## src/rtl/user_wb_port_regs.sv

```systemverilog
// Wishbone-slave register block driving the user I/O pads: ID, scratch, pad out/oeb
// registers and synchronised pad-input readback. One-cycle registered ack.
module user_wb_port_regs #(
  parameter logic [31:0] BASE_ADDR = 32'h3000_0000,
  parameter logic [31:0] CHIP_ID   = 32'h4C42_0001
) (
  input  logic        clock,
  input  logic        resetb,
  input  logic        wbs_cyc_i,
  input  logic        wbs_stb_i,
  input  logic        wbs_we_i,
  input  logic [3:0]  wbs_sel_i,
  input  logic [31:0] wbs_adr_i,
  input  logic [31:0] wbs_dat_i,
  output logic        wbs_ack_o,
  output logic [31:0] wbs_dat_o,
  input  logic [37:0] io_in,
  output logic [37:0] io_out,
  output logic [37:0] io_oeb
);

  logic        ack_q, ack_d;
  logic [31:0] dat_q, dat_d;
  logic [31:0] scratch0_q, scratch0_d;
  logic [31:0] scratch1_q, scratch1_d;
  logic [31:0] out_lo_q, out_lo_d;
  logic [5:0]  out_hi_q, out_hi_d;
  logic [31:0] oeb_lo_q, oeb_lo_d;
  logic [5:0]  oeb_hi_q, oeb_hi_d;
  logic [37:0] in_s1_q, in_s2_q;

  logic        sel;
  logic [5:0]  word;
  logic [31:0] cur_word;
  logic [31:0] wmerge;
  logic        unused_adr;

  assign unused_adr = ^wbs_adr_i[1:0];

  function automatic logic [31:0] merge_bytes(input logic [31:0] old_w,
                                              input logic [31:0] new_w,
                                              input logic [3:0]  be);
    logic [31:0] r;
    for (int i = 0; i < 4; i++)
      r[i*8 +: 8] = be[i] ? new_w[i*8 +: 8] : old_w[i*8 +: 8];
    return r;
  endfunction

  assign sel  = wbs_cyc_i & wbs_stb_i & (wbs_adr_i[31:8] == BASE_ADDR[31:8]) & ~ack_q;
  assign word = wbs_adr_i[7:2];

  // Current contents of the addressed word; doubles as the base for byte-lane merging.
  always_comb begin
    cur_word = 32'd0;
    case (word)
      6'd0: cur_word = CHIP_ID;
      6'd1: cur_word = scratch0_q;
      6'd2: cur_word = scratch1_q;
      6'd3: cur_word = out_lo_q;
      6'd4: cur_word = {26'd0, out_hi_q};
      6'd5: cur_word = oeb_lo_q;
      6'd6: cur_word = {26'd0, oeb_hi_q};
      6'd7: cur_word = in_s2_q[31:0];
      6'd8: cur_word = {26'd0, in_s2_q[37:32]};
      default: cur_word = 32'd0;
    endcase
  end

  assign wmerge = merge_bytes(cur_word, wbs_dat_i, wbs_sel_i);

  always_comb begin
    ack_d      = sel;
    dat_d      = 32'd0;
    scratch0_d = scratch0_q;
    scratch1_d = scratch1_q;
    out_lo_d   = out_lo_q;
    out_hi_d   = out_hi_q;
    oeb_lo_d   = oeb_lo_q;
    oeb_hi_d   = oeb_hi_q;
    if (sel) begin
      if (wbs_we_i) begin
        case (word)
          6'd1: scratch0_d = wmerge;
          6'd2: scratch1_d = wmerge;
          6'd3: out_lo_d   = wmerge;
          6'd4: out_hi_d   = wmerge[5:0];
          6'd5: oeb_lo_d   = wmerge;
          6'd6: oeb_hi_d   = wmerge[5:0];
          default: ;
        endcase
      end else begin
        dat_d = cur_word;
      end
    end
  end

  always_ff @(posedge clock or negedge resetb) begin
    if (!resetb) begin
      ack_q      <= 1'b0;
      dat_q      <= 32'd0;
      scratch0_q <= 32'd0;
      scratch1_q <= 32'd0;
      out_lo_q   <= 32'd0;
      out_hi_q   <= 6'd0;
      oeb_lo_q   <= 32'hFFFF_FFFF;
      oeb_hi_q   <= 6'h3F;
      in_s1_q    <= 38'd0;
      in_s2_q    <= 38'd0;
    end else begin
      ack_q      <= ack_d;
      dat_q      <= dat_d;
      scratch0_q <= scratch0_d;
      scratch1_q <= scratch1_d;
      out_lo_q   <= out_lo_d;
      out_hi_q   <= out_hi_d;
      oeb_lo_q   <= oeb_lo_d;
      oeb_hi_q   <= oeb_hi_d;
      in_s1_q    <= io_in;
      in_s2_q    <= in_s1_q;
    end
  end

  assign wbs_ack_o = ack_q;
  assign wbs_dat_o = dat_q;
  assign io_out    = {out_hi_q, out_lo_q};
  assign io_oeb    = {oeb_hi_q, oeb_lo_q};

endmodule

```

## config.mk

```make
export PLATFORM = sky130hd
export DESIGN_NAME = user_wb_port_regs
export DESIGN_NICKNAME = d
export VERILOG_FILES = /design/src/rtl/user_wb_port_regs.sv
export SDC_FILE = /design/constraint.sdc
export NUM_CORES = 1
export LEC_CHECK = 0
export CAP_MARGIN = 30
export CORE_MARGIN = 2
export CORE_UTILIZATION = 44
export DETAILED_ROUTE_END_ITERATION = 7
export PLACE_DENSITY = 0.72
export SLEW_MARGIN = 40
export SYNTH_ARGS = -nofsm -noshare
export SYNTH_HDL_FRONTEND = slang
export SYNTH_SLANG_ARGS = --single-unit
```

## constraint.sdc

```tcl
create_clock -name clock -period 5.27 [get_ports clock]
set_input_delay 1.054 -clock clock [delete_from_list [all_inputs] [get_ports clock]]
set_output_delay 1.054 -clock clock [all_outputs]
set_load 0.05 [all_outputs]
```

==> results of run 1 <==
==> area by class of cell <==
class / count / area share (%)
Sequential cell: 249 / 45.4
Multi-Input combinational cell: 621 / 27.3
Timing Repair Buffer: 238 / 17.1
Clock buffer: 36 / 5.64
Tap cell: 313 / 2.83
Clock inverter: 14 / 1.64
Inverter: 4 / 0.109
Antenna cell: 1 / 0.0181
==> cell usage after synthesis (all sizes together) (4+ instances only) <==
| cell type | instances |
|---|---|
| nand4 | 27 |
| o21ai | 31 |
| clkbuf | 32 |
| or4 | 4 |
| o31ai | 116 |
| mux2i | 4 |
| mux2 | 31 |
| nand2 | 155 |
| nand3 | 90 |
| dfrtp | 211 |
| buf | 32 |
| dfstp | 38 |
| and2 | 27 |
| a21oi | 11 |
| nor2b | 26 |
| nor3 | 5 |
| a211oi | 6 |
| nor2 | 40 |
==> report_power, final <==
group	switching (mW)	total [mW]	leakage [nW]	internal, mW
registers	0.00819	1.95	3.16	1.94
logic	0.149	0.260	2.01	0.111
clock network	0.781	2.11	0.498	1.33
==> path summary, 6_finish.rpt <==
| path | end | slack (ns) |
|---|---|---|
| worst max register to register | scratch1_q[20]$_DFFE_PN0P_ | 2.45 |
| min in group asynchronous | out_lo_q[0]$_DFFE_PN0P_ | 0.43 |
| worst min register to register | in_s2_q[35]$_DFF_PN0_ | 0.35 |
| worst min-delay path | in_s2_q[35]$_DFF_PN0_ | 0.35 |
| max in group asynchronous | in_s1_q[2]$_DFF_PN0_ | 3.83 |
| worst max-delay path | scratch1_q[20]$_DFFE_PN0P_ | 1.71 |
==> cells in the final DEF (no fill, tap or decap), types with 19 or more instances in the layout <==
cell,netlist,routed
o21ai_0,19,19
nor2_1,38,37
nand3_1,90,90
mux2_2,31,31
nand4_1,27,27
dfrtp_1,211,211
dfstp_2,38,38
nor2b_1,26,24
buf_4,1,19
clkbuf_16,0,27
and2_1,26,25
nand2_1,154,151
o31ai_1,116,116
clkdlybuf4s50_1,0,215
==> sequential cells by signal (all words and copies together) (netlist names), 32 cells and up <==
name and flops:
in_s1_q 38, in_s2_q 38, oeb_lo_q 32, out_lo_q 32, scratch0_q 32, scratch1_q 32, wbs_dat_o 32
==> metal layers <==
layer  vias to the layer above  global-route usage [%]
li1                       3781                       -
met1                      4247                    35.0
met2                       439                    40.8
met3                        53                    4.76
met4                         0                    8.30
met5                         -                       0
==> metrics by stage <==
stage          cell area (um^2)  hold WS, ns  setup slack, ns  std cells
5_1_grt                   13800        0.353             1.57       1476
3_3_place_gp              12800        0.332             1.18       1424
3_5_place_dp              12800        0.335             1.16       1424
2_1_floorplan             10300        0.331             2.60        938
6_report                  13800        0.348             1.71       1476
4_1_cts                   13800        0.349             1.75       1474
==> kinds of logic after synthesis <==
kind of cell | after synthesis
muxes | 38
DFF | 249
and+or+nand+nor | 396
AOI/OAI and AO/OA | 187
buffers and inverters | 68
==> worst reg2reg max path, cell delays in order (launching register included) <==
cell and delay (ns):
dfrtp_1 0.38, nand4bb_1 0.24, nor4_1 0.44, and4_1 0.57, nand2_2 0.61, o31ai_1 0.47
==> results.toml, run 1 <==
[timing]
worst_slew_pin_slew_ns = 0.862
rsz0062_at_grt = "no"
finalHoldViolCount = 0
setup_viol = 0
max_slew_margin_pct = 42.0
min_period_ns = 3.56
maxSlewViolCount = 0
skew_ns = 0.0126
fin_crit_sh_pct = 67.6
fmax_ghz = 0.281
finalSetupTns_ns = 0

[setup_path]
worst_ep_arrival_time_ns = 3.98
crit_required_ns = 5.68
reg2reg_from = "wbs_ack_o$_DFF_PN0_"
cp_slowest_stage_delay_ns = 0.70
slowest_stage = "clkdlybuf4s50_1"
critPathKind = "input pin to register"
cp.depth = 6
worstSetupStartpoint = "wbs_adr_i[2]"
crit_buf_inv = 2
crit_fanout = 32
r2r_cells = 5
cp-end-kind = "register"
cp-start-kind = "input pin"
crit_path_cell_trace = "clkdlybuf4s50_1 -> nor2b_4 -> buf_4 -> and2_1 -> nand2_2 -> o31ai_1"
critPathTopFamily = "simple AND/OR/NAND/NOR gates"

[clock_network]
cts.path.max_buffers = 3
clockRootBuffer = "clkbuf_16"
clkSlewWorstSetupHoldPaths_ns = 0.06
ctsHtreeMaxLevel = 1
cts-buffers-inserted = 27
cts_hold_buf = 0
cts_setup_buffers = 0
clk_latency_ns = 0.54
cts_resized = 0
clock_sinks = 249
cts_tree = "done"

[synthesis]
synth_top_family_by_area = "simple AND/OR/NAND/NOR gates"
synth_edf_count = 0
synth_top_area_share_pct = 51.3
synth_xor_area_share_pct = 0
synthMuxAreaShare_pct = 4.43
yosysWarnings = 0
netlist_top_cells_area = "dfrtp_1 (51%), dfstp_2 (9.7%), o31ai_1 (8.5%)"
yosysTopAreaCell = "dfrtp_1"
ys_seq_area_share_pct = 61.0
synth_area_per_cell_um2 = 11.0
synthArstFlopShare_pct = 100
synth_seq_cells = 249
synth_compound_area_share_pct = 12.8
ys_types = 56
synthFlopType = "dfrtp_1"
post_synth_and_or_nand_nor_area_fraction_pct = 18.9
synthesis.instances = 938
synth_area_um2 = 10300
synth_fa_ha_area_share_pct = 0
synth_fp_nets = 1049

[place]
hpwl_mm = 19.4
routabilityCongestion = 0.831
port_buffers = 217

[worst_hold_path]
worst_hold_startpoint = "in_s1_q[35]$_DFF_PN0_"
hold_path_depth = 0
min_path_type = "register to register"

[route]
wl_met1_mm = 12.9
vias_per_cell = 5.77
route.met3.wl_mm = 3.00
wl_met2_mm = 14.9
ant_nets = 0
firstDrtPassIters = 5
totalWireLength_mm = 31.4
drc = 0
drt_iter0_drc = 565
maxUsedRoutingLayer = "met4"
vias = 8520
detail_route.wl_per_cell_um = 21.3

[floorplan]
start_util_pct = 45.2
ios = 220
die_w_um = 157
chipHeight_um = 157
rows = 55
die_area_um2 = 24600
core_um2 = 22800

[power]
power.total_mw = 4.32
vdd_drop_max_v = 0.000215
p_leak_nw = 5.67
p_per_area_nw_per_um2 = 313

[layout]
regArea_um2 = 6280
nFillCells = 1876
multi_input_area_um2 = 3770
synthToLayoutAreaGrowth_pct = 34.2
nNetsFinal = 1252
drive_gt1_share_pct = 14.1
utilization_pct = 60.7

[global_routing]
grt_pass1_vias = 8604
grt-ovfl-total = 0
grt_max_degree = 121
grt_pass1_wl_mm = 48.1
antenna_found_initial = 1
grt_usage_pct = 25.4

[status]
status = "completed"

[flow_run]
cap_violations = 0
(Power assumes the default switching activity.)
==> run 2, diff against run 1 <==
==> constraint.sdc (replaced) <==
create_clock -name clock -period 3.7 [get_ports clock]
set_input_delay 0.74 -clock clock [delete_from_list [all_inputs] [get_ports clock]]
set_output_delay 0.74 -clock clock [all_outputs]
set_load 0.05 [all_outputs]
==> run 2 against run 1 <==
Compared with the run above:
- combinational power grew 46%
- sequential power up 43%
- clock skew decreased by 0.0034 ns
- utilization is 0.36 points higher
- sequential cell count stayed put
- first-iteration DRC count rose by 5.3%
- highest routed layer unchanged
- wire length shrank 1.6%
- via count fell by 0.16%
- final cell count is 1.4% higher
- die area unchanged
==> results.toml, run 2 (same netlist as run 1, synthesis figures left out) <==
[timing]
min_period_ns = 2.87
finalSetupTns_ns = 0
max_slew_margin_pct = 48.4
holdWs_ns = 0.117
maxSlewViolCount = 0
rsz0062_at_grt = "no"
setup_viol = 0
worst_slew_pin_slew_ns = 0.771
fmax_ghz = 0.349
finalHoldViolCount = 0
fin_crit_sh_pct = 77.5
fin_ws_ns = 0.832
skew_ns = 0.00925

[global_routing]
antenna_found_initial = 0
grt_usage_pct = 25.3
grt_pass1_wl_mm = 48.1
grt_max_degree = 105
grt_pass1_vias = 8670
grt-ovfl-total = 0

[layout]
final_common_cell = "clkdlybuf4s50_1"
final_cell_mix = "clkdlybuf4s50_1 (215), dfrtp_1 (211), nand2_1 (151), o31ai_1 (116), nand3_1 (90)"
drive_gt1_share_pct = 15.1
nNetsFinal = 1274
nFillCells = 1871
design_area_um2 = 13900
diodes = 0
synthToLayoutAreaGrowth_pct = 35.0
reg.largest.list = "in_s1_q: 38 flops, in_s2_q: 38 flops"
utilization_pct = 61.1

[clock_network]
clk_latency_ns = 0.52
cts_resized = 0
cts_tree = "done"
clockRootBuffer = "clkbuf_16"
cts_setup_buffers = 0
ctsHtreeMaxLevel = 1
cts.path.max_buffers = 3
cts-buffers-inserted = 26
cts_hold_buf = 0
clkSlewWorstSetupHoldPaths_ns = 0.06
clock_sinks = 249

[floorplan]
start_util_pct = 45.2
core_um2 = 22800
rows = 55
die_w_um = 157
die_area_um2 = 24600
chipHeight_um = 157
ios = 220

[worst_hold_path]
min_path_type = "input pin to async pin"

[place]
routabilityCongestion = 0.847
place_worst_setup_slack_ns = 0.379
hpwl_mm = 20.5
port_buffers = 217
dpl_cell_area_um2 = 13000

[route]
drc = 0
detail_route.wl_per_cell_um = 20.6
totalWireLength_mm = 30.9
ant_nets = 0
firstDrtPassIters = 6
vias_per_cell = 5.69
drt_iter0_drc = 595
vias = 8506

[power]
p_per_area_nw_per_um2 = 420
p_leak_nw = 5.71
vdd_drop_max_v = 0.000246

[setup_path]
cp-start-kind = "input pin"
worst_ep_arrival_time_ns = 3.28
critPathKind = "input pin to register"
crit_required_ns = 4.11
cp-end-kind = "register"
crit_fanout = 10

[status]
status = "completed"

[flow_run]
cap_violations = 0
## run 2: cell count changes in the layout (fill, tap and decap cells not counted), sizes merged
cell      previous run  this run
buf                 23        46
clkbuf              36        44
bufinv               6         2
clkinv               7         3
clkinvlp             1         0
diode                1         0
inv                  4         3
## run 2: worst max-delay path: stages
cell	delay, ns
clkdlybuf4s50_1	0.67
buf_4	0.30
nor2_1	0.36
and3_1	0.45
o2bb2ai_1	0.17
and4b_1	0.29
o31ai_1	0.29
## run 2: metrics by stage
stage,total power [mW],cells
after detailed placement,3.20,1447
after floorplan,2.95,938
after global routing,6.06,1496
after CTS,5.90,1495
after global placement,3.20,1447
final,5.85,1496
## run 2: worst paths after layout
kind,from,end,slack [ns],cells after the start
max in group asynchronous,resetb,oeb_lo_q[21]$_DFFE_PN1P_,2.56,3
min in group clock,in_s1_q[4]$_DFF_PN0_,in_s2_q[4]$_DFF_PN0_,0.34,0
worst min-delay path,resetb,out_hi_q[3]$_DFFE_PN0P_,0.12,1
worst max-delay path,wbs_adr_i[2],out_lo_q[3]$_DFFE_PN0P_,0.83,7
worst max register to register,wbs_ack_o$_DFF_PN0_,out_lo_q[28]$_DFFE_PN0P_,1.28,6
worst min register to register,in_s1_q[4]$_DFF_PN0_,in_s2_q[4]$_DFF_PN0_,0.34,0
## run 2: cell type report
cell class / count / area (um^2) / share of cell area, %
clock inverters: 4 / 70.1 / 0.504
well taps: 313 / 392 / 2.82
multi-input cells: 621 / 3760 / 27.1
repair buffers: 261 / 2560 / 18.4
inverters: 4 / 15.0 / 0.108
clock buffers: 44 / 830 / 5.96
flip-flops and latches: 249 / 6280 / 45.1
## run 2: metal layers
metal | vias up | track usage (%) | wire (um)
met1 | 4196 | 35.0 | 12700
li1 | 3821 | - | -
met5 | - | 0 | 0
met2 | 433 | 40.5 | 14600
met4 | 0 | 7.95 | 690
met3 | 56 | 4.71 | 2910
## run 2: power by group
group / internal (mW) / total (mW) / switching [mW]
combinational: 0.167 / 0.380 / 0.213
clock: 1.65 / 2.69 / 1.04
sequential: 2.77 / 2.78 / 0.0121
==> run 3, diff against run 2 <==
==> constraint.sdc (replaced) <==
create_clock -name clock -period 2.84 [get_ports clock]
set_input_delay 0.568 -clock clock [delete_from_list [all_inputs] [get_ports clock]]
set_output_delay 0.568 -clock clock [all_outputs]
set_load 0.05 [all_outputs]
==> run 3 against run 2 <==
Compared with the run above:
- setup slack lost 0.52 ns
- sequential share of layout area is 1.4 points lower
- clock power up 41%
- power increased by 35%
- hold slack worse by 0.089 ns
- clock-buffer cell count is 8 lower
- first-iteration DRC count grew 6.9%
- clock skew up 0.0052 ns
- via count rose by 1.9%
- combinational power is 38% higher
==> results.toml, run 3 (same netlist as run 1, synthesis figures left out) <==
[layout]
regArea_um2 = 6280
final_common_cell = "clkdlybuf4s50_1"
final_cell_mix = "clkdlybuf4s50_1 (215), dfrtp_1 (211), nand2_1 (151), o31ai_1 (116), nand3_1 (90)"
reg.largest.list = "in_s1_q: 38 flops, in_s2_q: 38 flops"
nNetsFinal = 1311
design_area_um2 = 14400
drive_gt1_share_pct = 18.1
utilization_pct = 63.0
multi_input_area_um2 = 3760
synthToLayoutAreaGrowth_pct = 39.4
diodes = 0
nFillCells = 1815

[setup_path]
crit_fanout = 3
worstSetupStartpoint = "oeb_lo_q[26]$_DFFE_PN1P_"
critPathTopFamily = "buffers and inverters"
crit_path_cell_trace = "clkdlybuf4s50_1"
crit_required_ns = 2.27
critPathKind = "register to output pin"
reg2reg_from = "wbs_ack_o$_DFF_PN0_"
cp.depth = 1
slowest_stage = "clkdlybuf4s50_1"
crit_buf_inv = 1
cp-start-kind = "register"
cp_slowest_stage_delay_ns = 0.88
cp-end-kind = "output pin"
worst_ep_arrival_time_ns = 1.96
r2r_cells = 5

[timing]
finalHoldViolCount = 0
maxSlewViolCount = 0
finalSetupTns_ns = 0
max_slew_margin_pct = 49.8
rsz0062_at_grt = "no"
worst_slew_pin_slew_ns = 0.751
fin_crit_sh_pct = 89.0
skew_ns = 0.0145
fmax_ghz = 0.396
setup_viol = 0
min_period_ns = 2.53

[route]
vias = 8667
ant_nets = 0
totalWireLength_mm = 31.3
drc = 0
drt_iter0_drc = 636
vias_per_cell = 5.65
detail_route.wl_per_cell_um = 20.4
firstDrtPassIters = 5

[place]
port_buffers = 217
hpwl_mm = 21.0
routabilityCongestion = 0.858
dpl_cell_area_um2 = 13400

[clock_network]
cts.path.max_buffers = 3
cts-buffers-inserted = 27
clkSlewWorstSetupHoldPaths_ns = 0.06
clk_latency_ns = 0.54
cts_hold_buf = 0
cts_resized = 0
cts_setup_buffers = 0
cts_tree = "done"
clockRootBuffer = "clkbuf_16"
ctsHtreeMaxLevel = 1
clock_sinks = 249

[power]
p_switching_mw = 1.72
vdd_drop_max_v = 0.000543
netSwitchingFraction_pct = 21.8
p_int_mw = 6.20
power.share.clock_pct = 47.7
share_seq_of_total_power_pct = 45.7
p_leak_nw = 5.97
power.share.combinational_pct = 6.6
p_per_area_nw_per_um2 = 552

[status]
status = "completed"

[global_routing]
grt_pass1_vias = 8740
grt-ovfl-total = 0
grt_usage_pct = 25.7
grt_max_degree = 83
grt_pass1_wl_mm = 49.0
antenna_found_initial = 0

[floorplan]
chipHeight_um = 157
die_area_um2 = 24600
rows = 55
start_util_pct = 45.2
ios = 220
die_w_um = 157
core_um2 = 22800

[flow_run]
cap_violations = 0

[worst_hold_path]
min_path_type = "input pin to async pin"
run 3: cell count changes in the layout (fill, tap and decap cells not counted), moves of 2 or more:
cell        delta
buf_12        +10
buf_4         +27
bufinv_16      +3
clkbuf_1       -5
clkbuf_8       -3
clkinv_2       +4
clkinvlp_4     +2
run 3: power by group through the flow:
stage	logic, mW	registers [mW]	clock network, mW
3_3_place_gp	0.518	3.68	0
2_1_floorplan	0.169	3.68	0
4_1_cts	0.526	3.62	3.83
6_report	0.524	3.62	3.78
5_1_grt	0.565	3.62	4.02
3_5_place_dp	0.523	3.68	0
run 3: layout make-up:
cell class	count	area share [%]
tap	313	2.73
sequential	249	43.7
clock buffer	36	5.36
multi-input combinational	621	26.2
inverter	4	0.105
timing repair buffer	297	20.4
clock inverter	14	1.42
run 3: path summary, 6_finish.rpt:
check | endpoint | slack, ns
setup / recovery | io_oeb[26] | 0.31
hold / removal | in_s2_q[5]$_DFF_PN0_ | 0.03
setup reg to reg | oeb_hi_q[0]$_DFFE_PN1P_ | 0.58
hold reg to reg | in_s2_q[3]$_DFF_PN0_ | 0.35
max in group asynchronous | oeb_lo_q[13]$_DFFE_PN1P_ | 2.00
min in group clock | in_s2_q[3]$_DFF_PN0_ | 0.35
run 3: stage by stage:
step	power, mW	std cells	setup WS, ns	hold slack, ns
6_report	7.92	1534	0.312	0.0288
3_5_place_dp	4.21	1484	-0.0576	0.335
5_1_grt	8.21	1534	0.262	0.0536
4_1_cts	7.98	1534	0.305	0.0522
2_1_floorplan	3.85	938	0.652	0.272
3_3_place_gp	4.20	1484	-0.0245	0.333
run 3: routing by layer:
metal  track usage, %  routed length, um  part of all wire, %  vias to the layer above
met5                0                  0                    0                        -
met4             7.60                701                  2.2                        0
met3             4.79               2580                  8.3                       58
met2             41.6              15000                   48                      410
met1             35.4              13100                   42                     4291
li1                 -                  -                    -                     3908
